### config.mk
export PLATFORM = sky130hd
export DESIGN_NAME = waterfall_ctrl_flat
export DESIGN_NICKNAME = d
export VERILOG_FILES = /design/src/rtl/waterfall_ctrl_if.sv /design/src/rtl/waterfall_ctrl.sv /design/src/flat_wrapper.sv
export SDC_FILE = /design/constraint.sdc
export NUM_CORES = 1
export LEC_CHECK = 0
export ABC_AREA = 1
export BUFFER_PORTS_ARGS = -buffer_cell sky130_fd_sc_hd__buf_2
export CORE_UTILIZATION = 51
export DETAILED_ROUTE_END_ITERATION = 10
export PLACE_DENSITY = 0.74
export SLEW_MARGIN = 15
export SYNTH_ARGS = -nofsm -noshare
export SYNTH_HDL_FRONTEND = slang
export SYNTH_SLANG_ARGS = --single-unit
### constraint.sdc
create_clock -name clk -period 1.4 [get_ports clk]
set_input_delay 0.07 -clock clk [delete_from_list [all_inputs] [get_ports clk]]
set_output_delay 0.07 -clock clk [all_outputs]
set_load 0.1 [all_outputs]
### src/rtl/waterfall_ctrl_if.sv
// Waterfall controller bus: divider clock, run/mode/speed controls and LED-bank outputs.
// master = pattern consumer/driver of controls, slave = waterfall_ctrl itself.
interface waterfall_ctrl_if #(
    parameter int unsigned LED_W = 8
);
    logic             clk_1khz;
    logic             run;
    logic [1:0]       mode;
    logic [1:0]       speed;
    logic [LED_W-1:0] led;
    logic             dir;
    logic             step_pulse;

    modport master (
        output clk_1khz, run, mode, speed,
        input  led, dir, step_pulse
    );

    modport slave (
        input  clk_1khz, run, mode, speed,
        output led, dir, step_pulse
    );
endinterface

### src/rtl/waterfall_ctrl.sv
// Waterfall (running-light) LED pattern engine.
// Turns the 1 kHz divider output into millisecond ticks, counts ticks to a selectable step
// period and advances one of four patterns (rotate-left, rotate-right, ping-pong, fill/clear).
// Optional build macro WF_LED_INV_EN: drive the LED pins with the inverted pattern for
// active-low LED boards.
module waterfall_ctrl #(
    parameter int unsigned LED_W   = 8,
    parameter int unsigned STEP_MS = 250,
    parameter int unsigned CNT_W   = 10
) (
    input logic             clk,
    input logic             rst_n,
    waterfall_ctrl_if.slave bus
);

    typedef enum logic {
        DirUp   = 1'b0,
        DirDown = 1'b1
    } dir_e;

    // Step period for each speed setting, floored at one millisecond.
    localparam int unsigned P0 = (STEP_MS > 0) ? STEP_MS : 1;
    localparam int unsigned P1 = ((STEP_MS >> 1) > 0) ? (STEP_MS >> 1) : 1;
    localparam int unsigned P2 = ((STEP_MS >> 2) > 0) ? (STEP_MS >> 2) : 1;
    localparam int unsigned P3 = ((STEP_MS >> 3) > 0) ? (STEP_MS >> 3) : 1;

    localparam logic [CNT_W-1:0] LAST0 = CNT_W'(P0 - 1);
    localparam logic [CNT_W-1:0] LAST1 = CNT_W'(P1 - 1);
    localparam logic [CNT_W-1:0] LAST2 = CNT_W'(P2 - 1);
    localparam logic [CNT_W-1:0] LAST3 = CNT_W'(P3 - 1);

    localparam logic [LED_W-1:0] SEED_ONE  = LED_W'(1);
    localparam logic [LED_W-1:0] SEED_NONE = '0;

    logic             s1, s2, s3;
    logic             ms_tick;
    logic [CNT_W-1:0] period_last;
    logic             at_last;
    logic             mode_chg;

    logic [1:0]       mode_q;
    logic [CNT_W-1:0] ms_cnt;
    logic [LED_W-1:0] pat_q;
    dir_e             dir_q;
    logic             step_pulse_q;

    logic [LED_W-1:0] pat_nxt;
    dir_e             dir_nxt;
    logic [LED_W-1:0] fill_nxt;

    // Two-flop sampler plus edge flop on the 1 kHz square wave.
    always_ff @(posedge clk or negedge rst_n) begin
        if (!rst_n) begin
            s1 <= 1'b0;
            s2 <= 1'b0;
            s3 <= 1'b0;
        end else begin
            s1 <= bus.clk_1khz;
            s2 <= s1;
            s3 <= s2;
        end
    end

    assign ms_tick = s2 & ~s3;

    // Last count value of the current step period; speed changes take effect at once.
    always_comb begin
        period_last = LAST0;
        unique case (bus.speed)
            2'd0: period_last = LAST0;
            2'd1: period_last = LAST1;
            2'd2: period_last = LAST2;
            2'd3: period_last = LAST3;
            default: period_last = LAST0;
        endcase
    end

    // ">=" lets a shortened period step on the very next tick.
    assign at_last  = (ms_cnt >= period_last);
    assign mode_chg = (bus.mode != mode_q);

    // Next pattern and direction if a step happens in the currently latched mode.
    always_comb begin
        pat_nxt  = pat_q;
        dir_nxt  = dir_q;
        fill_nxt = {pat_q[LED_W-2:0], (dir_q == DirUp)};
        unique case (mode_q)
            2'd0: begin
                pat_nxt = {pat_q[LED_W-2:0], pat_q[LED_W-1]};
                dir_nxt = DirUp;
            end
            2'd1: begin
                pat_nxt = {pat_q[0], pat_q[LED_W-1:1]};
                dir_nxt = DirDown;
            end
            2'd2: begin
                // Turn around one position early so the end LEDs are not shown twice.
                if (dir_q == DirUp) begin
                    pat_nxt = pat_q << 1;
                    if (pat_q[LED_W-2]) dir_nxt = DirDown;
                end else begin
                    pat_nxt = pat_q >> 1;
                    if (pat_q[1]) dir_nxt = DirUp;
                end
            end
            2'd3: begin
                pat_nxt = fill_nxt;
                if ((dir_q == DirUp) && (&fill_nxt)) dir_nxt = DirDown;
                if ((dir_q == DirDown) && (fill_nxt == '0)) dir_nxt = DirUp;
            end
            default: begin
                pat_nxt = pat_q;
                dir_nxt = dir_q;
            end
        endcase
    end

    // Pattern engine state: mode reload wins over a coincident step.
    always_ff @(posedge clk or negedge rst_n) begin
        if (!rst_n) begin
            mode_q       <= 2'd0;
            ms_cnt       <= '0;
            pat_q        <= SEED_ONE;
            dir_q        <= DirUp;
            step_pulse_q <= 1'b0;
        end else begin
            step_pulse_q <= 1'b0;
            if (mode_chg) begin
                mode_q <= bus.mode;
                ms_cnt <= '0;
                dir_q  <= DirUp;
                pat_q  <= (bus.mode == 2'd3) ? SEED_NONE : SEED_ONE;
            end else if (bus.run && ms_tick) begin
                if (at_last) begin
                    ms_cnt       <= '0;
                    pat_q        <= pat_nxt;
                    dir_q        <= dir_nxt;
                    step_pulse_q <= 1'b1;
                end else begin
                    ms_cnt <= ms_cnt + CNT_W'(1);
                end
            end
        end
    end

`ifdef WF_LED_INV_EN
    assign bus.led = ~pat_q;
`else
    assign bus.led = pat_q;
`endif
    assign bus.dir        = dir_q;
    assign bus.step_pulse = step_pulse_q;

endmodule

### src/flat_wrapper.sv
// flat-port wrapper written by rule: the top's interface ports become plain ports
module waterfall_ctrl_flat 
#(
    parameter int unsigned LED_W   = 8,
    parameter int unsigned STEP_MS = 250,
    parameter int unsigned CNT_W   = 10
)
  (clk, rst_n, bus_clk_1khz, bus_run, bus_mode, bus_speed, bus_led, bus_dir, bus_step_pulse);
  waterfall_ctrl_if #(.LED_W(LED_W)) bus_i ();
  input logic clk;
  input logic rst_n;
  input wire logic [$bits(bus_i.clk_1khz)-1:0] bus_clk_1khz;
  input wire logic [$bits(bus_i.run)-1:0] bus_run;
  input wire logic [$bits(bus_i.mode)-1:0] bus_mode;
  input wire logic [$bits(bus_i.speed)-1:0] bus_speed;
  output wire logic [$bits(bus_i.led)-1:0] bus_led;
  output wire logic [$bits(bus_i.dir)-1:0] bus_dir;
  output wire logic [$bits(bus_i.step_pulse)-1:0] bus_step_pulse;
  assign bus_i.clk_1khz = bus_clk_1khz;
  assign bus_i.run = bus_run;
  assign bus_i.mode = bus_mode;
  assign bus_i.speed = bus_speed;
  assign bus_led = bus_i.led;
  assign bus_dir = bus_i.dir;
  assign bus_step_pulse = bus_i.step_pulse;
  waterfall_ctrl #(.LED_W(LED_W), .STEP_MS(STEP_MS), .CNT_W(CNT_W)) u_core (.clk(clk), .rst_n(rst_n), .bus(bus_i));
endmodule
After elaboration in Yosys (flattened, before gate mapping)
Index checks and enable logic that the tools add are counted.
- $add $sub $neg: 1
- $lt $le $gt $ge: 1
- eq/ne operators: 9
- multiplexer cells: 22
- bitwise logic cells: 3
- reduce and logical (&&, ||, !) cells: 11
- operators with widths (operator ; number):
    $pmux W10 S4 ; 1
    $mux W8 ; 4
    $pmux W8 S4 ; 1
    $mux W10 ; 3
    $mux W1 ; 12
    $add A10 B1 Y10 const B ; 1
    $eq A2 B2 Y1 const B ; 5
    $ge A10 B10 Y1 ; 1
    $logic_not A8 Y1 ; 1
    $reduce_and A8 Y1 ; 1
    $eq A2 B1 Y1 const B ; 2
    $logic_not A2 Y1 ; 2
    $ne A4 B1 Y1 const B ; 1
    $pmux W1 S4 ; 1
    $reduce_bool A2 Y1 ; 2
    $logic_and A1 B1 Y1 ; 3
    $reduce_and A3 Y1 ; 1
    $ne A2 B2 Y1 ; 1
    $not A1 Y1 ; 2
    $reduce_and A2 Y1 ; 1
    $and A1 B1 Y1 ; 1
- register bits after elaboration: 25
- input port bits: 8
- output and inout port bits: 10
- word-level logic and storage cells: 55

Longest topological paths before layout
- depth after elaboration: 9
- gate-level depth with buffers: 13
- depth with buffers taken out: 13

Worst setup path before layout
No wires, ideal clock.
- path type: register -> register
- start point: reg u_core.dir_q (netlist: u_core.bus.dir)
- end point: reg u_core.pat_q[0] (netlist: u_core.bus.led[0])
- setup time: 0.061 ns
- data arrival time: 1.730 ns
- required time: 1.339 ns
- path slack: -0.391 ns
- stages on the path, launching flop included: 9
- path buffers: 0
- clock period less this slack: 1.791 ns
- cells stage by stage: dfrtp_1 -> inv_1 -> nand2_1 -> nand2_2 -> inv_1 -> nand2_1 -> a21oi_1 -> nand3_1 -> nand2_1
- cells in the longest elaborated chain, start to end: 5
- elaborated cells on any way between the ends: 6
- classes of those cells: 5 x mux; 1 x bitwise
- ends and longest elaborated chain (item ; line ; text):
    start: declaration ; waterfall_ctrl.sv:44 ; dir_e dir_q;
    start signal: assignment ; waterfall_ctrl.sv:124 ; dir_q <= DirUp;
    start signal: assignment ; waterfall_ctrl.sv:131 ; dir_q <= DirUp;
    start signal: assignment ; waterfall_ctrl.sv:137 ; dir_q <= dir_nxt;
    $mux W8 or $not A1 Y1 (tied branches) ; waterfall_ctrl.sv:98, waterfall_ctrl.sv:86 ;
    $pmux W8 S4 (*) ; waterfall_ctrl.sv:87 ; unique case (mode_q)
    $mux W8 (*) ; waterfall_ctrl.sv:134 ; if (at_last) begin
    $mux W8 (*) ; waterfall_ctrl.sv:133 ; end else if (bus.run && ms_tick) begin
    $mux W8 (*) ; waterfall_ctrl.sv:128 ; if (mode_chg) begin
    end signal: assignment ; waterfall_ctrl.sv:132 ; pat_q <= (bus.mode == 2'd3) ? SEED_NONE : SEED_ONE;
    end signal: assignment ; waterfall_ctrl.sv:136 ; pat_q <= pat_nxt;
    end: declaration ; waterfall_ctrl.sv:43 ; logic [LED_W-1:0] pat_q;
Mark *: on every way between the ends. The rest lies on a longest branch, timed or not. The select of a mux whose other input is x is not followed.
A chain may end at the register's enable or synchronous reset.

Final worst setup path
- start point: reg u_core.ms_cnt[7]
- end point: reg u_core.ms_cnt[7]
- cells in the longest elaborated chain, start to end: 4
- elaborated cells on any way between the ends: 5
- classes of those cells: 1 x add/sub; 1 x order compare; 3 x mux
- ends and longest elaborated chain (item ; line ; text):
    start: declaration ; waterfall_ctrl.sv:42 ; logic [CNT_W-1:0] ms_cnt;
    start signal: assignment ; waterfall_ctrl.sv:140 ; ms_cnt <= ms_cnt + CNT_W'(1);
    $add A10 B1 Y10 or $ge A10 B10 Y1 (tied branches) ; waterfall_ctrl.sv:140, waterfall_ctrl.sv:79 ;
    $mux W10 (*) ; waterfall_ctrl.sv:134 ;
    $mux W10 (*) ; waterfall_ctrl.sv:133 ;
    $mux W10 (*) ; waterfall_ctrl.sv:128 ;
Marked as above.

==> flow_metrics.env <==
export IMPL_synthXorXnorAreaFrac_pct=3.54
export IMPL_worst_r2r_startpoint="u_core.ms_cnt[7]"
export IMPL_io_pin_count=18
export IMPL_max_clock_freq_ghz=0.610
export IMPL_register_area_um2=639
export IMPL_min_period_ns=1.64
export IMPL_cts_root_buf="clkbuf_4"
export IMPL_wl_met3_um=186
export IMPL_synthSimpleGateAreaFrac_pct=30.2
export IMPL_antenna_violations_before_repair=0
export IMPL_final_layout_net_count=264
export IMPL_ant_nets=0
export IMPL_yosys_warnings=0
export IMPL_finalSetupViolations=19
export IMPL_m1WireLength_mm=1.69
export IMPL_wl_per_cell_um=12.9
export IMPL_path_clk_slew_ns=0.14
export IMPL_mappedNetlistArea_um2=1490
export IMPL_post_layout_total_power_mw=1.56
export IMPL_worst_setup_path_start_kind="register"
export IMPL_dr_total_vias=1456
export IMPL_crit_path_max_fanout=6
export IMPL_core_region_area_um2=2760
export IMPL_top_signal_layer_used="met4"
export IMPL_dominant_combinational_cell_family_by_area_after_synthesis="simple AND/OR/NAND/NOR gates"
export IMPL_outcome="finished, violations left"
export IMPL_critical_path_arrival_ns=1.85
export IMPL_synth_edf_count=0
export IMPL_r2r_cells=10
export IMPL_drt_iter0_drc=92
export IMPL_remaining_global_route_overflow=0
export IMPL_drv_cap=0
export IMPL_largest_net_degree_at_the_start_of_global_routing=26
export IMPL_p_leak_nw=1.02
export IMPL_finalMaxSlewViolations=0
export IMPL_endpoint="u_core.ms_cnt[7]"
export IMPL_violated_checks="negative setup slack"
export IMPL_die_h_um=56.0
export IMPL_cpLargestDelayFamily="simple AND/OR/NAND/NOR gates"
export IMPL_power_density_nw_per_um2=795
export IMPL_grt_pass1_vias=1463
export IMPL_syn_avg_cell_area_um2=7.39
export IMPL_clockBufferDepth=2
export IMPL_synthMuxAreaShare_pct=0
export IMPL_sinks_on_clock_net=25
export IMPL_synthArstFlopShare_pct=100
export IMPL_critical_path_s_largest_stage_delay_ns=0.44
export IMPL_worst_setup_path_start="u_core.ms_cnt[7]"
export IMPL_gpl_final_weighted_congestion=0.901
export IMPL_fillerInstances=214
export IMPL_placementRows=19
export IMPL_drt_pass1_iterations=4
export IMPL_cts_tree="done"
export IMPL_end_kind="register"
export IMPL_synth_compound_area_share_pct=9.69
export IMPL_clock_insertion_delay_worst_skew_ns=0.31
export IMPL_synth_largest_area_cell="dfrtp_1"
export IMPL_timing_final_hold_violations=0
export IMPL_max_slew_margin_pct=62.8
export IMPL_r2r_end="u_core.ms_cnt[7]"
export IMPL_placement_setup_worst_slack_ns=-0.277
export IMPL_max_vdd_ir_drop_uv=660
export IMPL_dp_final_hpwl_mm=2.72
export IMPL_worstSetupPathType="reg2reg"
export IMPL_die_area_um2=3130
export IMPL_min_delay_path_class="in2reg"
export IMPL_multi_input_comb_area_um2=803
export IMPL_synth_net_count=215
export IMPL_die_w_um=56.0
export IMPL_synth_top_area_share_pct=40.4
export IMPL_post_route_core_utilization_pct=71.0
export IMPL_final_min_period_over_clock_period_pct=117
export IMPL_adder_and_majority_gate_portion_of_the_synthesized_area_pct=5.05
export IMPL_post_route_worst_setup_slack_ns=-0.239
export IMPL_cp_slowest_cell="dfrtp_1"
export IMPL_wirelength_mm=3.62
export IMPL_ys_flop_type="dfrtp_1"
export IMPL_routed_via_count_divided_by_cell_count=5.20
export IMPL_flip_flop_and_latch_count_after_synthesis=25
export IMPL_worstPathBufferInverterCount=2
export IMPL_worstPathRequired_ns=1.61
export IMPL_number_of_distinct_library_cells_after_synthesis=27
export IMPL_cts_buffers_inserted=3
export IMPL_rsz0062_at_grt="yes"
export IMPL_final_setup_skew_ns=0.00152
export IMPL_initial_utilization_pct=53.9
export IMPL_drc=0
export IMPL_r2r_slack_ns=-0.24
export IMPL_met2_wirelength_mm=1.71
export IMPL_antenna_cells=0
export IMPL_yosysSeqAreaShare_pct=42.2
export IMPL_area_growth_syn_to_layout_pct=31.8
export IMPL_drive_above_1_share_pct=31.7
export IMPL_io_buffers=17
export IMPL_synth_top_cells_by_area="dfrtp_1 40%, nand2_1 14%, inv_1 7.1%, o21ai_0 5.4%, ha_1 5.1%"
export IMPL_clock_tree_htree_level_count=1
export IMPL_grt_pass1_wl_mm=6.05
export IMPL_synthesis_instances=201
export IMPL_cp_depth=10
export IMPL_worst_slew_pin_slew_ns=0.557
export IMPL_final_cell_mix="51 x nand2_1, 26 x buf_4, 25 x inv_1"
export IMPL_layout_commonest_cell="nand2_1"
export IMPL_worstPathCellList="ha_4 > nand2_1 > inv_1 > nand2_1 > nor2_2 > nand3_2 > nand3_4 > nand2_4 > inv_4 > nor2_2"
export IMPL_track_usage_pct=24.7
==> metal layers <==
metal  vias to the layer above  GRT usage (%)
li1                        740              -
met1                       661           32.6
met2                        51           41.2
met3                         4           4.65
met4                         0           7.32
met5                         -              0
==> tightest hold or removal path: stages <==
cell     delay [ns]
buf_2          0.09
nand2_1        0.08
nor3_1         0.05
buf_4          0.14
nand3_2        0.06
nand2_1        0.04
==> cell usage after synthesis (all sizes together), types with 2 or more instances <==
cell     n
xor2     4
inv     30
dfrtp   24
nand2   59
o21ai   17
nor3     4
nand3   13
ha       6
a21oi    6
xnor2    2
clkbuf   3
nor2    20
nand3b   2
nand4    4
o211ai   2
==> per-stage QoR <==
stage | cell area (um2) | setup TNS, ns | hold slack [ns] | std cells
final | 1960 | -3.83 | 0.247 | 280
after global routing | 1960 | -6.08 | 0.264 | 280
after CTS | 1940 | -3.68 | 0.235 | 280
after detailed placement | 1840 | -4.31 | 0.0969 | 270
after global placement | 1840 | -3.03 | 0.0874 | 270
after floorplan | 1540 | -1.86 | -0.226 | 201
==> layout make-up <==
type,instances,share of cell area (%)
inverters,30,5.88
well taps,31,1.98
flip-flops and latches,25,32.7
multi-input cells,143,41.0
clock buffers,4,1.34
repair buffers,47,17.1
==> where the power goes <==
group | leakage (nW) | internal (mW) | switching [mW]
clock network | 0.0150 | 0.111 | 0.213
registers | 0.322 | 0.754 | 0.0198
logic | 0.682 | 0.163 | 0.295
==> registers in the layout, indices dropped and copies added, names as in the netlist <==
signal / flops
u_core.bus.led: 8
u_core.s2: 1
u_core.s1: 1
u_core.s3: 1
u_core.ms_cnt: 10
u_core.bus.step_pulse: 1
u_core.mode_q: 2
u_core.bus.dir: 1
==> what timing repair did <==
| item | 4_1_cts | 5_1_grt |
|---|---|---|
| cloned | 1 | 0 |
| hold buffers | 4 | 0 |
| gates resized for setup | 6 | 6 |
| pin swaps | 6 | 1 |
| endpoints found under the hold margin | 27 | 0 |
| setup buffers | 1 | 0 |
| setup endpoints to repair | 19 | 19 |
==> kinds of logic after synthesis <==
family,Yosys count
buffers and inverters,34
adders and majority gates,6
AOI/OAI and AO/OA,27
DFF,25
xor gates and xnor gates,6
and+or+nand+nor,103
==> worst min-delay path by stage <==
stage	cells past startpoint	slack (ns)	end	from
3_3_place_gp	1	0.09	u_core.ms_cnt[6]	rst_n
6_report	6	0.25	u_core.ms_cnt[1]	bus_run
5_1_grt	6	0.26	u_core.ms_cnt[1]	bus_run
2_1_floorplan	0	-0.23	u_core.bus.dir	rst_n
4_1_cts	6	0.24	u_core.bus.led[0]	bus_mode[1]
3_5_place_dp	1	0.1	u_core.ms_cnt[6]	rst_n
No activity file was read; power rests on OpenSTA's default activity.
